<file path="src/rtl/word_query_ctrl.sv">
// Word query controller: collects classified letters into a word buffer,
// hands the finished word to the Dictionary, waits for its answer (with a
// fallback to the raw word on timeout) and presents the result to a
// consumer through a valid/ready handshake.
module word_query_ctrl #(
    parameter int MAX_CHARS = 15,
    parameter int CHAR_W    = 8,
    parameter int TIMEOUT   = 400000
) (
    input  logic                        i_clk,
    input  logic                        i_rst_n,
    input  logic                        i_char_valid,
    input  logic [CHAR_W-1:0]           i_char,
    output logic                        o_char_ready,
    input  logic                        i_eow,
    input  logic                        i_abort,
    output logic                        o_dict_start,
    output logic [MAX_CHARS*CHAR_W-1:0] o_dict_word,
    input  logic                        i_dict_finish,
    input  logic [MAX_CHARS*CHAR_W-1:0] i_dict_word,
    output logic                        o_result_valid,
    output logic [MAX_CHARS*CHAR_W-1:0] o_result_word,
    input  logic                        i_result_ready,
    output logic                        o_timeout,
    output logic                        o_overflow,
    output logic [3:0]                  o_len,
    output logic                        o_busy
);

    localparam int WORD_W = MAX_CHARS * CHAR_W;
    // Timer only ever counts up to TIMEOUT-1, so this width never wraps.
    localparam int TMR_W = (TIMEOUT > 1) ? $clog2(TIMEOUT) : 1;
    localparam logic [TMR_W-1:0] TMR_LAST = TMR_W'(TIMEOUT - 1);
    localparam logic [3:0]       LEN_MAX  = 4'(MAX_CHARS);

    typedef enum logic [2:0] {
        ST_COLLECT = 3'd0,
        ST_LAUNCH  = 3'd1,
        ST_WAIT    = 3'd2,
        ST_OUTPUT  = 3'd3,
        ST_DRAIN   = 3'd4
    } state_t;

    state_t              state_r, state_n;
    logic [WORD_W-1:0]   buf_r, buf_n;
    logic [3:0]          len_r, len_n;
    logic                ovf_r, ovf_n;
    logic [TMR_W-1:0]    tmr_r, tmr_n;
    logic                start_r, start_n;
    logic                rv_r, rv_n;
    logic [WORD_W-1:0]   rword_r, rword_n;
    logic                tout_r, tout_n;
    logic                busy_r, busy_n;

    logic                ready_s;
    logic                take_s;
    logic                room_s;
    logic                accept_s;
    logic                drop_s;
    logic [3:0]          len_plus_s;
    logic                tmr_last_s;
    logic [TMR_W-1:0]    tmr_inc_s;

    // Letters are only taken while collecting and never during reset.
    assign ready_s    = (state_r == ST_COLLECT) && !i_rst_n;
    // Code 0 is padding: it is never stored and never counts as overflow.
    assign take_s     = i_char_valid && ready_s && (|i_char);
    assign room_s     = (len_r < LEN_MAX);
    assign accept_s   = take_s && room_s && !i_abort;
    assign drop_s     = take_s && !room_s && !i_abort;
    assign len_plus_s = accept_s ? (len_r + 4'd1) : len_r;
    assign tmr_last_s = (tmr_r == TMR_LAST);
    // Saturate so an abort on the terminal cycle cannot wrap the timer.
    assign tmr_inc_s  = tmr_last_s ? tmr_r : (tmr_r + TMR_W'(1));

    assign o_char_ready   = ready_s;
    assign o_dict_start   = start_r;
    assign o_dict_word    = buf_r;
    assign o_result_valid = rv_r;
    assign o_result_word  = rword_r;
    assign o_timeout      = tout_r;
    assign o_overflow     = ovf_r;
    assign o_len          = len_r;
    assign o_busy         = busy_r;

    // State and datapath registers with synchronous active-high reset.
    always_ff @(posedge i_clk) begin
        if (i_rst_n) begin
            state_r <= ST_COLLECT;
            buf_r   <= {WORD_W{1'b0}};
            len_r   <= 4'd0;
            ovf_r   <= 1'b0;
            tmr_r   <= {TMR_W{1'b0}};
            start_r <= 1'b0;
            rv_r    <= 1'b0;
            rword_r <= {WORD_W{1'b0}};
            tout_r  <= 1'b0;
            busy_r  <= 1'b0;
        end else begin
            state_r <= state_n;
            buf_r   <= buf_n;
            len_r   <= len_n;
            ovf_r   <= ovf_n;
            tmr_r   <= tmr_n;
            start_r <= start_n;
            rv_r    <= rv_n;
            rword_r <= rword_n;
            tout_r  <= tout_n;
            busy_r  <= busy_n;
        end
    end

    // Next-state selection; abort beats every other same-cycle event.
    always_comb begin
        state_n = state_r;
        case (state_r)
            ST_COLLECT: begin
                if (i_abort) begin
                    state_n = ST_COLLECT;
                end else if (i_eow && (len_plus_s != 4'd0)) begin
                    state_n = ST_LAUNCH;
                end else begin
                    state_n = ST_COLLECT;
                end
            end
            ST_LAUNCH: begin
                if (i_abort) begin
                    state_n = ST_DRAIN;
                end else begin
                    state_n = ST_WAIT;
                end
            end
            ST_WAIT: begin
                if (i_abort) begin
                    state_n = ST_DRAIN;
                end else if (i_dict_finish || tmr_last_s) begin
                    state_n = ST_OUTPUT;
                end else begin
                    state_n = ST_WAIT;
                end
            end
            ST_OUTPUT: begin
                if (i_abort || i_result_ready) begin
                    state_n = ST_COLLECT;
                end else begin
                    state_n = ST_OUTPUT;
                end
            end
            ST_DRAIN: begin
                if (i_dict_finish || tmr_last_s) begin
                    state_n = ST_COLLECT;
                end else begin
                    state_n = ST_DRAIN;
                end
            end
            default: begin
                state_n = ST_COLLECT;
            end
        endcase
    end

    // Next values of the word buffer, timer and result/status outputs.
    always_comb begin
        buf_n   = buf_r;
        len_n   = len_r;
        ovf_n   = ovf_r;
        tmr_n   = tmr_r;
        start_n = 1'b0;
        rv_n    = rv_r;
        rword_n = rword_r;
        tout_n  = tout_r;
        busy_n  = (state_n != ST_COLLECT);
        case (state_r)
            ST_COLLECT: begin
                if (i_abort) begin
                    buf_n = {WORD_W{1'b0}};
                    len_n = 4'd0;
                    ovf_n = 1'b0;
                    rv_n  = 1'b0;
                end else begin
                    // Target slot is still zero, so OR-ing places the letter.
                    if (accept_s) begin
                        buf_n = buf_r | (WORD_W'(i_char) << (len_r * CHAR_W));
                        len_n = len_plus_s;
                    end else begin
                        buf_n = buf_r;
                    end
                    if (drop_s) begin
                        ovf_n = 1'b1;
                    end else begin
                        ovf_n = ovf_r;
                    end
                    if (state_n == ST_LAUNCH) begin
                        start_n = 1'b1;
                    end else begin
                        start_n = 1'b0;
                    end
                end
            end
            ST_LAUNCH: begin
                tmr_n = {TMR_W{1'b0}};
            end
            ST_WAIT: begin
                if (i_abort) begin
                    tmr_n = tmr_inc_s;
                end else if (i_dict_finish) begin
                    rword_n = i_dict_word;
                    tout_n  = 1'b0;
                    rv_n    = 1'b1;
                end else if (tmr_last_s) begin
                    rword_n = buf_r;
                    tout_n  = 1'b1;
                    rv_n    = 1'b1;
                end else begin
                    tmr_n = tmr_inc_s;
                end
            end
            ST_OUTPUT: begin
                if (i_abort || i_result_ready) begin
                    buf_n = {WORD_W{1'b0}};
                    len_n = 4'd0;
                    ovf_n = 1'b0;
                    rv_n  = 1'b0;
                end else begin
                    rv_n = 1'b1;
                end
            end
            ST_DRAIN: begin
                if (i_dict_finish || tmr_last_s) begin
                    buf_n = {WORD_W{1'b0}};
                    len_n = 4'd0;
                    ovf_n = 1'b0;
                end else begin
                    tmr_n = tmr_inc_s;
                end
            end
            default: begin
                buf_n = buf_r;
            end
        endcase
    end

endmodule

</file>
<file path="config.mk">
export PLATFORM = sky130hd
export DESIGN_NAME = word_query_ctrl
export DESIGN_NICKNAME = d
export VERILOG_FILES = /design/src/rtl/word_query_ctrl.sv
export SDC_FILE = /design/constraint.sdc
export NUM_CORES = 1
export LEC_CHECK = 0
export BUFFER_PORTS_ARGS = -buffer_cell sky130_fd_sc_hd__clkbuf_2
export CORE_AREA = 2 2 150 152
export CTS_BUF_LIST = sky130_fd_sc_hd__clkbuf_16
export CTS_CLUSTER_DIAMETER = 30
export CTS_CLUSTER_SIZE = 25
export DETAILED_ROUTE_END_ITERATION = 8
export DIE_AREA = 0 0 152 154
export HOLD_SLACK_MARGIN = 0.15
export PLACE_DENSITY = 0.8
export SETUP_SLACK_MARGIN = 0.5
export SLEW_MARGIN = 20
export SYNTH_ARGS = -nofsm -noshare
export SYNTH_HDL_FRONTEND = slang
export SYNTH_SLANG_ARGS = --single-unit
</file>
<file path="constraint.sdc">
create_clock -name i_clk -period 5.55 [get_ports i_clk]
set_input_delay 0.555 -clock i_clk [delete_from_list [all_inputs] [get_ports i_clk]]
set_output_delay 0.555 -clock i_clk [all_outputs]
set_load 0.005 [all_outputs]
</file>
==> results.sh, run 1 <==
export IMPL_synth_top_cell_area_share_pct=49.88
export IMPL_endpoint_kind="flop"
export IMPL_cts_buffers=54
export IMPL_ioPinCount=385
export IMPL_ys_warn_count=0
export IMPL_r2r_cells=7
export IMPL_period_minus_slack_ns=3.488
export IMPL_grt_pass1_vias=9861
export IMPL_area_delta_synth_final_pct=34.22
export IMPL_clk_pin_slew_ns=0.05
export IMPL_r2r_end="o_dict_word[104]$_SDFFE_PP0P_"
export IMPL_skew_ns=0.02798
export IMPL_hold_path_depth=2
export IMPL_tritoncts="done"
export IMPL_rsz0062_at_grt="false"
export IMPL_ys_flop_type="dfxtp_1"
export IMPL_vias=10140
export IMPL_grt_first_pass_wirelength_um=53290
export IMPL_cts_resized=0
export IMPL_cp_max_fo=88
export IMPL_fmax_mhz=286.7
export IMPL_synth_top_cell_by_area="dfxtp_1"
export IMPL_finalSetupViolations=0
export IMPL_period_share_pct=62.84
export IMPL_die_h_um=154
export IMPL_root_buffer="clkbuf_16"
export IMPL_ctsHoldBuffers=0
export IMPL_finalHoldViolCount=0
export IMPL_hp_start="i_result_ready"
export IMPL_final_common_cell="clkbuf_2"
export IMPL_mostFrequentLayoutCells="clkbuf_2 (382), nor2_1 (279), dfxtp_1 (271)"
export IMPL_wl_per_cell_um=18.43
export IMPL_clock_sinks=271
export IMPL_grt_max_degree=89
export IMPL_p_per_area_nw_per_um2=366.6
export IMPL_critPathArrivalTime_ns=3.90
export IMPL_via_per_inst=5.528
export IMPL_postSynthAreaPerCell_sq_um=9.416
export IMPL_dr_pass1_iters=4
export IMPL_drtIter0Drc=720
export IMPL_syn_area_sq_um=10880
export IMPL_drive_gt1_share_pct=32.75
export IMPL_synth_nets=1292
export IMPL_ant_nets=0
export IMPL_gp_congestion=0.8899
export IMPL_ys_seq_elements=271
export IMPL_fillCellCount=1703
export IMPL_die_w_um=152
export IMPL_max_slew_margin_pct=36.54
export IMPL_worst_slew_pin_slew_ns=0.9506
export IMPL_post_dp_hpwl_um=23020
export IMPL_io_buffers=384
export IMPL_wl_um=33800
export IMPL_drv_cap=0
export IMPL_cp_start_kind="flop"
export IMPL_ys_types=55
export IMPL_synth_top_cells_by_area="dfxtp_1 (50%), mux2i_1 (11%), nor2_1 (9.6%), a211oi_1 (8.5%), a21oi_1 (6.1%)"
export IMPL_grt_use_total_pct=27.92
export IMPL_path_cells="and4bb_1, a41oi_2, nor3_4, nand2_2, o21bai_4, buf_12, nor2_1"
export IMPL_drc=0
export IMPL_synth_enable_flop_cells=0
export IMPL_initial_core_util_pct=50.14
export IMPL_fp_coreArea_sq_um=21690
export IMPL_cts_htree_levels=2
export IMPL_async_reset_ff_share_pct=0
export IMPL_die_area_sq_um=23410
export IMPL_holdPathEnd="state_r[1]$_SDFF_PP0_"
export IMPL_placementRows=54
export IMPL_worstSetupPathType="flop to flop"
export IMPL_critPathLaunch="tmr_r[3]$_SDFFE_PP0P_"
export IMPL_fin_tns_setup_ns=0
export IMPL_final_max_slew_viol_count=0
export IMPL_post_cts_buffers=0
export IMPL_antenna_found_initial=0
export IMPL_overflow=0
export IMPL_slowest_stage="o21bai_4"
export IMPL_antenna_cells=0
export IMPL_yosysSeqAreaShare_pct=49.88
export IMPL_cts_buffer_depth=3
export IMPL_rrSetupSlack_ns=2.06
export IMPL_max_stage_delay_ns=0.86
export IMPL_power_mw=5.351
export IMPL_status="completed"
export IMPL_synthCells=1155
export IMPL_hold_path_class="primary input to flop"
export IMPL_clk_latency_ns=0.56
export IMPL_leakagePower_nw=6.278
export IMPL_nets=1649
export IMPL_ir_worst_vdd_v=0.0002436
export IMPL_crit_reg2reg_launch="tmr_r[3]$_SDFFE_PP0P_"
export IMPL_required_ns=5.96
[state kept, by name (all words and copies together), names as in the netlist]
register        cells
o_timeout           1
tmr_r              19
o_overflow          1
o_len               4
o_dict_start        1
o_dict_word       120
o_busy              1
o_result_word     120
o_result_valid      1
state_r             3
[metal layers]
metal  GRT usage (%)  share of wire (%)  vias to the layer above
li1                -                  -                     4877
met1           34.64                 41                     4721
met2           46.46                 48                      449
met3           6.201                6.8                       92
met4           12.95                4.1                        0
met5               0                  0                        -
[stage by stage]
step | instance area, sq um | instances | util (%) | hold slack, ns | worst slack, ns
global route | 14600 | 1834 | 67.30 | 0.3139 | 1.797
finish | 14600 | 1834 | 67.30 | 0.3139 | 2.062
floorplan | 10880 | 1155 | - | 0.4583 | 3.316
global placement | 12840 | 1736 | 59.21 | 0.4736 | 2.101
detailed placement | 12840 | 1736 | 59.21 | 0.4745 | 1.973
CTS | 14600 | 1834 | 67.30 | 0.2961 | 2.127
[synthesized netlist by cell type (2+ instances only)]
master     count
o21ai_0       12
and4_1         6
nor4b_4        4
o21bai_1       2
nand3_1        2
a21oi_1      133
nor3_2         3
nor4_4         9
a211oi_1     123
mux2i_1      122
xor2_1        18
nand4b_1       2
buf_2         33
nor2_1       279
nor3_1         2
or2_2          2
clkbuf_1      54
o211ai_1       6
dfxtp_1      271
nand2b_1       4
nand2_1       12
and3_1         3
a31oi_1        2
ha_1           2
and4bb_1       2
inv_1          6
buf_6          3
o2111ai_1      5
nand4_1        4
a21o_1         2
or4_1          3
[kinds of logic (layout without fill, tap and decap cells)]
family,Yosys count,in the layout,share of synthesized area (%)
buf+inv,98,497,4.004
simple gates,346,346,15.68
fa+ha+maj,2,2,0.2301
flops,271,271,49.88
xor+xnor,19,19,1.530
compound gates,297,297,17.44
mux,122,122,11.23
[worst max-delay path: cells and delay by family (launching register included)]
family                 cells  cell delay, ns
AOI/OAI and AO/OA          2            1.01
DFF                        1            0.63
and+or+nand+nor            4            1.25
buffers and inverters      1            0.40
[worst max-delay path by stage]
| stage | to | cells past startpoint |
|---|---|---|
| after floorplan | o_dict_word[0]$_SDFFE_PP0P_ | 9 |
| after global placement | o_dict_word[57]$_SDFFE_PP0P_ | 8 |
| after detailed placement | o_dict_word[87]$_SDFFE_PP0P_ | 8 |
| after CTS | o_dict_word[50]$_SDFFE_PP0P_ | 7 |
| after global routing | o_dict_word[106]$_SDFFE_PP0P_ | 7 |
| final | o_dict_word[104]$_SDFFE_PP0P_ | 7 |
[area by class of cell]
cell class,count,area (sq um),area share [%]
sequential,271,5425,37.17
multi-input combinational,786,5034,34.48
timing repair buffer,393,2011,13.78
clock buffer,55,1376,9.429
clock inverter,43,377.9,2.589
tap,280,350.3,2.400
inverter,6,22.52,0.1543
[power by group]
part / internal [mW] / switching (mW)
clock network: 1.96 / 1.10
registers: 1.97 / 0.0171
logic: 0.117 / 0.186
No activity file was read; power rests on OpenSTA's default activity.
==> run 2: changes to the inputs <==
CORE_AREA = default   (was 2 2 150 152)
CORE_UTILIZATION = 50   (was default)
DIE_AREA = default   (was 0 0 152 154)
clock period = 3.45 ns   (was 5.55 ns; I/O delays follow)
==> run 2 against run 1 <==
Against the previous run:
- sequential share of layout area down 1.6 points
- global-route usage up 2.7 points
- non-clock buffer count up 71
- clock power up 58%
- register-to-register slack worse by 1.4 ns
- sequential power up 61%
==> results.sh, run 2 (synthesis gave the netlist of run 1 again) <==
export IMPL_status="completed"
export IMPL_holdPathEnd="o_result_word[74]$_SDFFE_PP0P_"
export IMPL_path_cells="and3b_1, a211oi_1, nand4b_1, xor2_1, a311o_1, nor2_1"
export IMPL_nets=1716
export IMPL_post_dp_hpwl_um=22960
export IMPL_period_share_pct=80.98
export IMPL_wl_met3_um=2330
export IMPL_fmax_mhz=357.9
export IMPL_root_buffer="clkbuf_16"
export IMPL_fillCellCount=1497
export IMPL_wl_um=35630
export IMPL_max_stage_delay_ns=0.83
export IMPL_critPathArrivalTime_ns=3.24
export IMPL_skew_ns=0.02220
export IMPL_cts_htree_levels=2
export IMPL_wl_met2_um=17530
export IMPL_max_slew_margin_pct=25.44
export IMPL_tritoncts="done"
export IMPL_clk_latency_ns=0.53
export IMPL_die_area_sq_um=22340
export IMPL_io_buffers=384
export IMPL_area_delta_synth_final_pct=40.31
export IMPL_ir_worst_vdd_v=0.0003797
export IMPL_dr_pass1_iters=5
export IMPL_gp_congestion=0.8633
export IMPL_hold_path_depth=3
export IMPL_required_ns=3.90
export IMPL_cts_buffer_depth=3
export IMPL_slowest_stage="a211oi_1"
export IMPL_hold_path_class="primary input to flop"
export IMPL_fp_coreArea_sq_um=21150
export IMPL_path_buf_inv=0
export IMPL_cp_max_fo=13
export IMPL_drive_gt1_share_pct=31.73
export IMPL_mostFrequentLayoutCells="clkbuf_2 (382), nor2_1 (279), dfxtp_1 (271)"
export IMPL_die_w_um=149.5
export IMPL_hp_start="i_dict_word[74]"
export IMPL_post_cts_buffers=0
export IMPL_initial_core_util_pct=51.41
export IMPL_wl_met1_um=14390
export IMPL_power_mw=8.606
export IMPL_worstSetupPathType="flop to flop"
export IMPL_cts_buffers=48
export IMPL_r2r_end="o_dict_start$_SDFF_PP0_"
export IMPL_final_common_cell="clkbuf_2"
export IMPL_antenna_found_initial=0
export IMPL_drc=0
export IMPL_antenna_cells=0
export IMPL_wl_per_cell_um=18.83
export IMPL_ant_nets=0
export IMPL_leakagePower_nw=6.575
export IMPL_final_max_slew_viol_count=0
export IMPL_cp_start_kind="flop"
export IMPL_crit_reg2reg_launch="state_r[2]$_SDFF_PP0_"
export IMPL_clk_pin_slew_ns=0.05
export IMPL_grt_first_pass_wirelength_um=53410
export IMPL_rrSetupSlack_ns=0.66
export IMPL_rsz0062_at_grt="true"
export IMPL_worst_slew_pin_slew_ns=1.118
export IMPL_grt_pass1_vias=9939
export IMPL_grt_use_total_pct=30.57
export IMPL_clock_sinks=271
export IMPL_finalSetupViolations=0
export IMPL_drv_cap=0
export IMPL_vias=10550
export IMPL_r2r_cells=6
export IMPL_critPathLaunch="state_r[2]$_SDFF_PP0_"
export IMPL_ioPinCount=385
export IMPL_via_per_inst=5.578
export IMPL_path_delay_family="compound AO/OA/AOI/OAI gates"
export IMPL_die_h_um=149.5
export IMPL_placementRows=53
export IMPL_endpoint_kind="flop"
export IMPL_topRoutingLayerUsed="met4"
export IMPL_grt_max_degree=74
export IMPL_fin_tns_setup_ns=0
export IMPL_drtIter0Drc=635
export IMPL_p_per_area_nw_per_um2=564.0
export IMPL_finalHoldViolCount=0
export IMPL_period_minus_slack_ns=2.794
export IMPL_overflow=0
run 2: what timing repair did:
action,in CTS,in global routing
hold buffers,57,0
endpoints found under the setup margin,0,94
endpoints found under the hold margin,57,0
resized for setup,0,3
run 2: area by class of cell:
class                           count  area [sq um]  area share [%]
Clock buffer                       48          1201           7.871
Inverter                            6         22.52          0.1476
Tap cell                          275         344.1           2.255
Timing Repair Buffer              464          2724           17.85
Multi-Input combinational cell    788          5071           33.23
Clock inverter                     40         471.7           3.091
Sequential cell                   271          5425           35.55
run 2: report_power, final:
part	switching (mW)	total [mW]	internal, mW
sequential	0.0242	3.19	3.16
combinational	0.338	0.584	0.246
clock	1.61	4.83	3.23
total	1.97	8.61	6.64
run 2: how the worst max path moves through the flow:
stage | to | slack (ns) | depth (start not counted)
2_1_floorplan | o_dict_word[0]$_SDFFE_PP0P_ | 1.43 | 9
3_3_place_gp | o_dict_word[69]$_SDFFE_PP0P_ | 0.71 | 8
3_5_place_dp | o_dict_word[113]$_SDFFE_PP0P_ | 0.62 | 8
4_1_cts | o_dict_word[107]$_SDFFE_PP0P_ | 0.52 | 8
5_1_grt | o_dict_start$_SDFF_PP0_ | 0.47 | 6
6_report | o_dict_start$_SDFF_PP0_ | 0.66 | 6
run 2: worst reg2reg max path, stage by stage, from the launching register on:
cell,delay [ns]
dfxtp_1,0.63
and3b_1,0.29
a211oi_1,0.83
nand4b_1,0.20
xor2_1,0.19
a311o_1,0.41
nor2_1,0.16
run 2: per-stage QoR:
step / hold slack, ns / cells / worst slack, ns / area [sq um] / utilization, %
final: 0.1623 / 1892 / 0.6561 / 15260 / 72.14
after floorplan: 0.4583 / 1155 / 1.426 / 10880 / -
after detailed placement: 0.4641 / 1745 / 0.6244 / 12980 / 61.35
after global placement: 0.4685 / 1745 / 0.7063 / 12980 / 61.35
after global routing: 0.1526 / 1892 / 0.4731 / 15260 / 72.14
after CTS: 0.1502 / 1890 / 0.5211 / 15220 / 71.96
run 2: per-layer routing:
| layer | global-route usage (%) | up-vias |
|---|---|---|
| li1 | - | 4989 |
| met1 | 37.54 | 4999 |
| met2 | 51.20 | 464 |
| met3 | 6.677 | 101 |
| met4 | 13.52 | 0 |
| met5 | 0 | - |
==> run 3: changes to the inputs <==
clock period = 2.7 ns   (was 3.45 ns; I/O delays follow)
==> run 3 against run 2 <==
Against the previous run:
- clock skew decreased by 0.00072 ns
- register-to-register slack got worse by 0.24 ns
- critical path depth increased by 3
- worst hold slack improved by 0.068 ns
- cell count increased by 6.8%
- critical endpoint is now o_result_word[23]$_SDFFE_PP0P_
- utilization increased by 8.2 points
- global-route usage increased by 5.0 points
- sequential share of layout area decreased by 3.5 points
- via count increased by 14%
- sequential cell count unchanged
- worst setup slack got worse by 0.24 ns
- largest power group unchanged
==> results.sh, run 3 (synthesis gave the netlist of run 1 again) <==
export IMPL_cp_max_fo=15
export IMPL_grt_use_total_pct=35.56
export IMPL_antenna_cells=0
export IMPL_antenna_found_initial=0
export IMPL_grt_max_degree=124
export IMPL_final_max_slew_viol_count=0
export IMPL_hold_path_class="primary input to flop"
export IMPL_clk_latency_ns=0.58
export IMPL_ant_nets=0
export IMPL_overflow=0
export IMPL_via_per_inst=5.981
export IMPL_endpoint_kind="flop"
export IMPL_finalHoldViolCount=0
export IMPL_grt_first_pass_wirelength_um=62030
export IMPL_r2r_cells=9
export IMPL_power_frac_clock_pct=57.2
export IMPL_vias=12080
export IMPL_die_w_um=149.5
export IMPL_finalSetupViolations=0
export IMPL_switching_share_pct=25.24
export IMPL_hold_path_depth=5
export IMPL_drtIter0Drc=944
export IMPL_worstSetupPathType="flop to flop"
export IMPL_holdPathEnd="o_len[1]$_SDFFE_PP0P_"
export IMPL_io_buffers=384
export IMPL_nets=1835
export IMPL_max_slew_margin_pct=37.86
export IMPL_ioPinCount=385
export IMPL_fp_coreArea_sq_um=21150
export IMPL_die_area_sq_um=22340
export IMPL_drv_cap=0
export IMPL_drive_gt1_share_pct=36.28
export IMPL_tritoncts="done"
export IMPL_hold_slack_ns=0.2300
export IMPL_gp_congestion=0.8623
export IMPL_fin_tns_setup_ns=0
export IMPL_grt_pass1_vias=11570
export IMPL_fmax_mhz=437.9
export IMPL_clock_sinks=271
export IMPL_placementRows=53
export IMPL_cts_htree_levels=2
export IMPL_required_ns=3.16
export IMPL_internal_power_mw=8.766
export IMPL_dr_pass1_iters=6
export IMPL_leakagePower_nw=7.320
export IMPL_pwr_share_seq_pct=34.7
export IMPL_root_buffer="clkbuf_16"
export IMPL_period_share_pct=84.58
export IMPL_cts_buffer_depth=3
export IMPL_post_dp_hpwl_um=22160
export IMPL_period_minus_slack_ns=2.284
export IMPL_hp_start="i_char_valid"
export IMPL_die_h_um=149.5
export IMPL_fillCellCount=1156
export IMPL_ir_worst_vdd_v=0.0004968
export IMPL_p_per_area_nw_per_um2=690.4
export IMPL_p_switching_mw=2.960
export IMPL_cp_start_kind="flop"
export IMPL_power_mw=11.73
export IMPL_pwr_share_comb_pct=8.0
export IMPL_area_delta_synth_final_pct=56.17
export IMPL_r2r_end="o_result_word[23]$_SDFFE_PP0P_"
export IMPL_worst_slew_pin_slew_ns=0.9321
export IMPL_wl_per_cell_um=22.03
export IMPL_drc=0
export IMPL_mostFrequentLayoutCells="clkbuf_2 (382), nor2_1 (277), dfxtp_1 (261)"
export IMPL_topRoutingLayerUsed="met4"
export IMPL_clk_pin_slew_ns=0.05
export IMPL_cts_buffers=56
export IMPL_wl_met1_um=15870
export IMPL_rsz0062_at_grt="true"
export IMPL_skew_ns=0.02148
export IMPL_crit_reg2reg_launch="state_r[2]$_SDFF_PP0_"
export IMPL_final_common_cell="clkbuf_2"
export IMPL_wl_um=44510
export IMPL_wl_met3_um=4061
export IMPL_status="completed"
export IMPL_wl_met2_um=21790
export IMPL_critPathArrivalTime_ns=2.75
export IMPL_initial_core_util_pct=51.41
export IMPL_rrSetupSlack_ns=0.42
-- run 3: changes by cell type in the layout (fill, tap and decap cells not counted), sizes merged --
cell,previous run,this run
clkinv,19,28
clkbuf,430,442
buf,25,68
dlygate4sd3,57,122
clkinvlp,3,7
o21a,2,1
bufinv,9,5
-- run 3: worst max path at each step --
stage               slack (ns)                  start                              to  cells past startpoint
floorplan                 0.70  state_r[0]$_SDFF_PP0_     o_dict_word[0]$_SDFFE_PP0P_                      9
global placement          0.32  state_r[0]$_SDFF_PP0_    o_dict_word[85]$_SDFFE_PP0P_                      7
detailed placement        0.26  state_r[0]$_SDFF_PP0_    o_dict_word[84]$_SDFFE_PP0P_                      7
CTS                       0.48  state_r[1]$_SDFF_PP0_         o_dict_start$_SDFF_PP0_                      9
global route              0.38  state_r[0]$_SDFF_PP0_    o_dict_word[95]$_SDFFE_PP0P_                      9
finish                    0.42  state_r[2]$_SDFF_PP0_  o_result_word[23]$_SDFFE_PP0P_                      9
-- run 3: stage by stage --
stage | std cells | utilization, % | cell area (sq um) | worst slack [ns]
after CTS | 2003 | 77.99 | 16500 | 0.4833
final | 2020 | 80.29 | 16980 | 0.4163
after global routing | 2020 | 80.29 | 16980 | 0.3837
after detailed placement | 1748 | 61.52 | 13010 | 0.2554
after floorplan | 1155 | - | 10880 | 0.7031
after global placement | 1748 | 61.52 | 13010 | 0.3223
-- run 3: layout make-up --
class,count,area [sq um],area share (%)
clock buffer,56,1401,8.251
sequential,271,5445,32.06
clock inverter,49,466.7,2.748
multi-input combinational,787,5296,31.18
inverter,6,22.52,0.1326
tap,275,344.1,2.026
timing repair buffer,576,4008,23.60
-- run 3: routing by layer --
metal | vias up | track usage, %
met5 | - | 0
met4 | 0 | 21.79
met3 | 235 | 7.805
met2 | 910 | 60.37
met1 | 5718 | 40.67
li1 | 5218 | -
-- run 3: what timing repair did --
item | 4_1_cts | 5_1_grt
pin swaps | 17 | 39
gates resized for setup | 24 | 77
buffers inserted | 23 | 13
endpoints found under the hold margin | 123 | 0
gates cloned | 5 | 4
endpoints found under the setup margin | 243 | 253
hold buffers | 122 | 0
-- run 3: power groups by stage --
| stage | Combinational (mW) | Sequential (mW) | Clock, mW |
|---|---|---|---|
| 2_1_floorplan | 0.392 | 4.15 | 0 |
| 3_3_place_gp | 0.647 | 4.15 | 0 |
| 3_5_place_dp | 0.657 | 4.15 | 0 |
| 4_1_cts | 0.836 | 4.07 | 6.66 |
| 5_1_grt | 0.979 | 4.07 | 6.94 |
| 6_report | 0.942 | 4.07 | 6.71 |
-- run 3: critical path: stages (launching register included) --
cell	delay, ns
dfxtp_4	0.37
buf_4	0.14
buf_4	0.13
buf_4	0.15
nor3_2	0.31
o21a_4	0.35
buf_6	0.18
clkbuf_16	0.20
nor2_1	0.08
a211oi_1	0.26
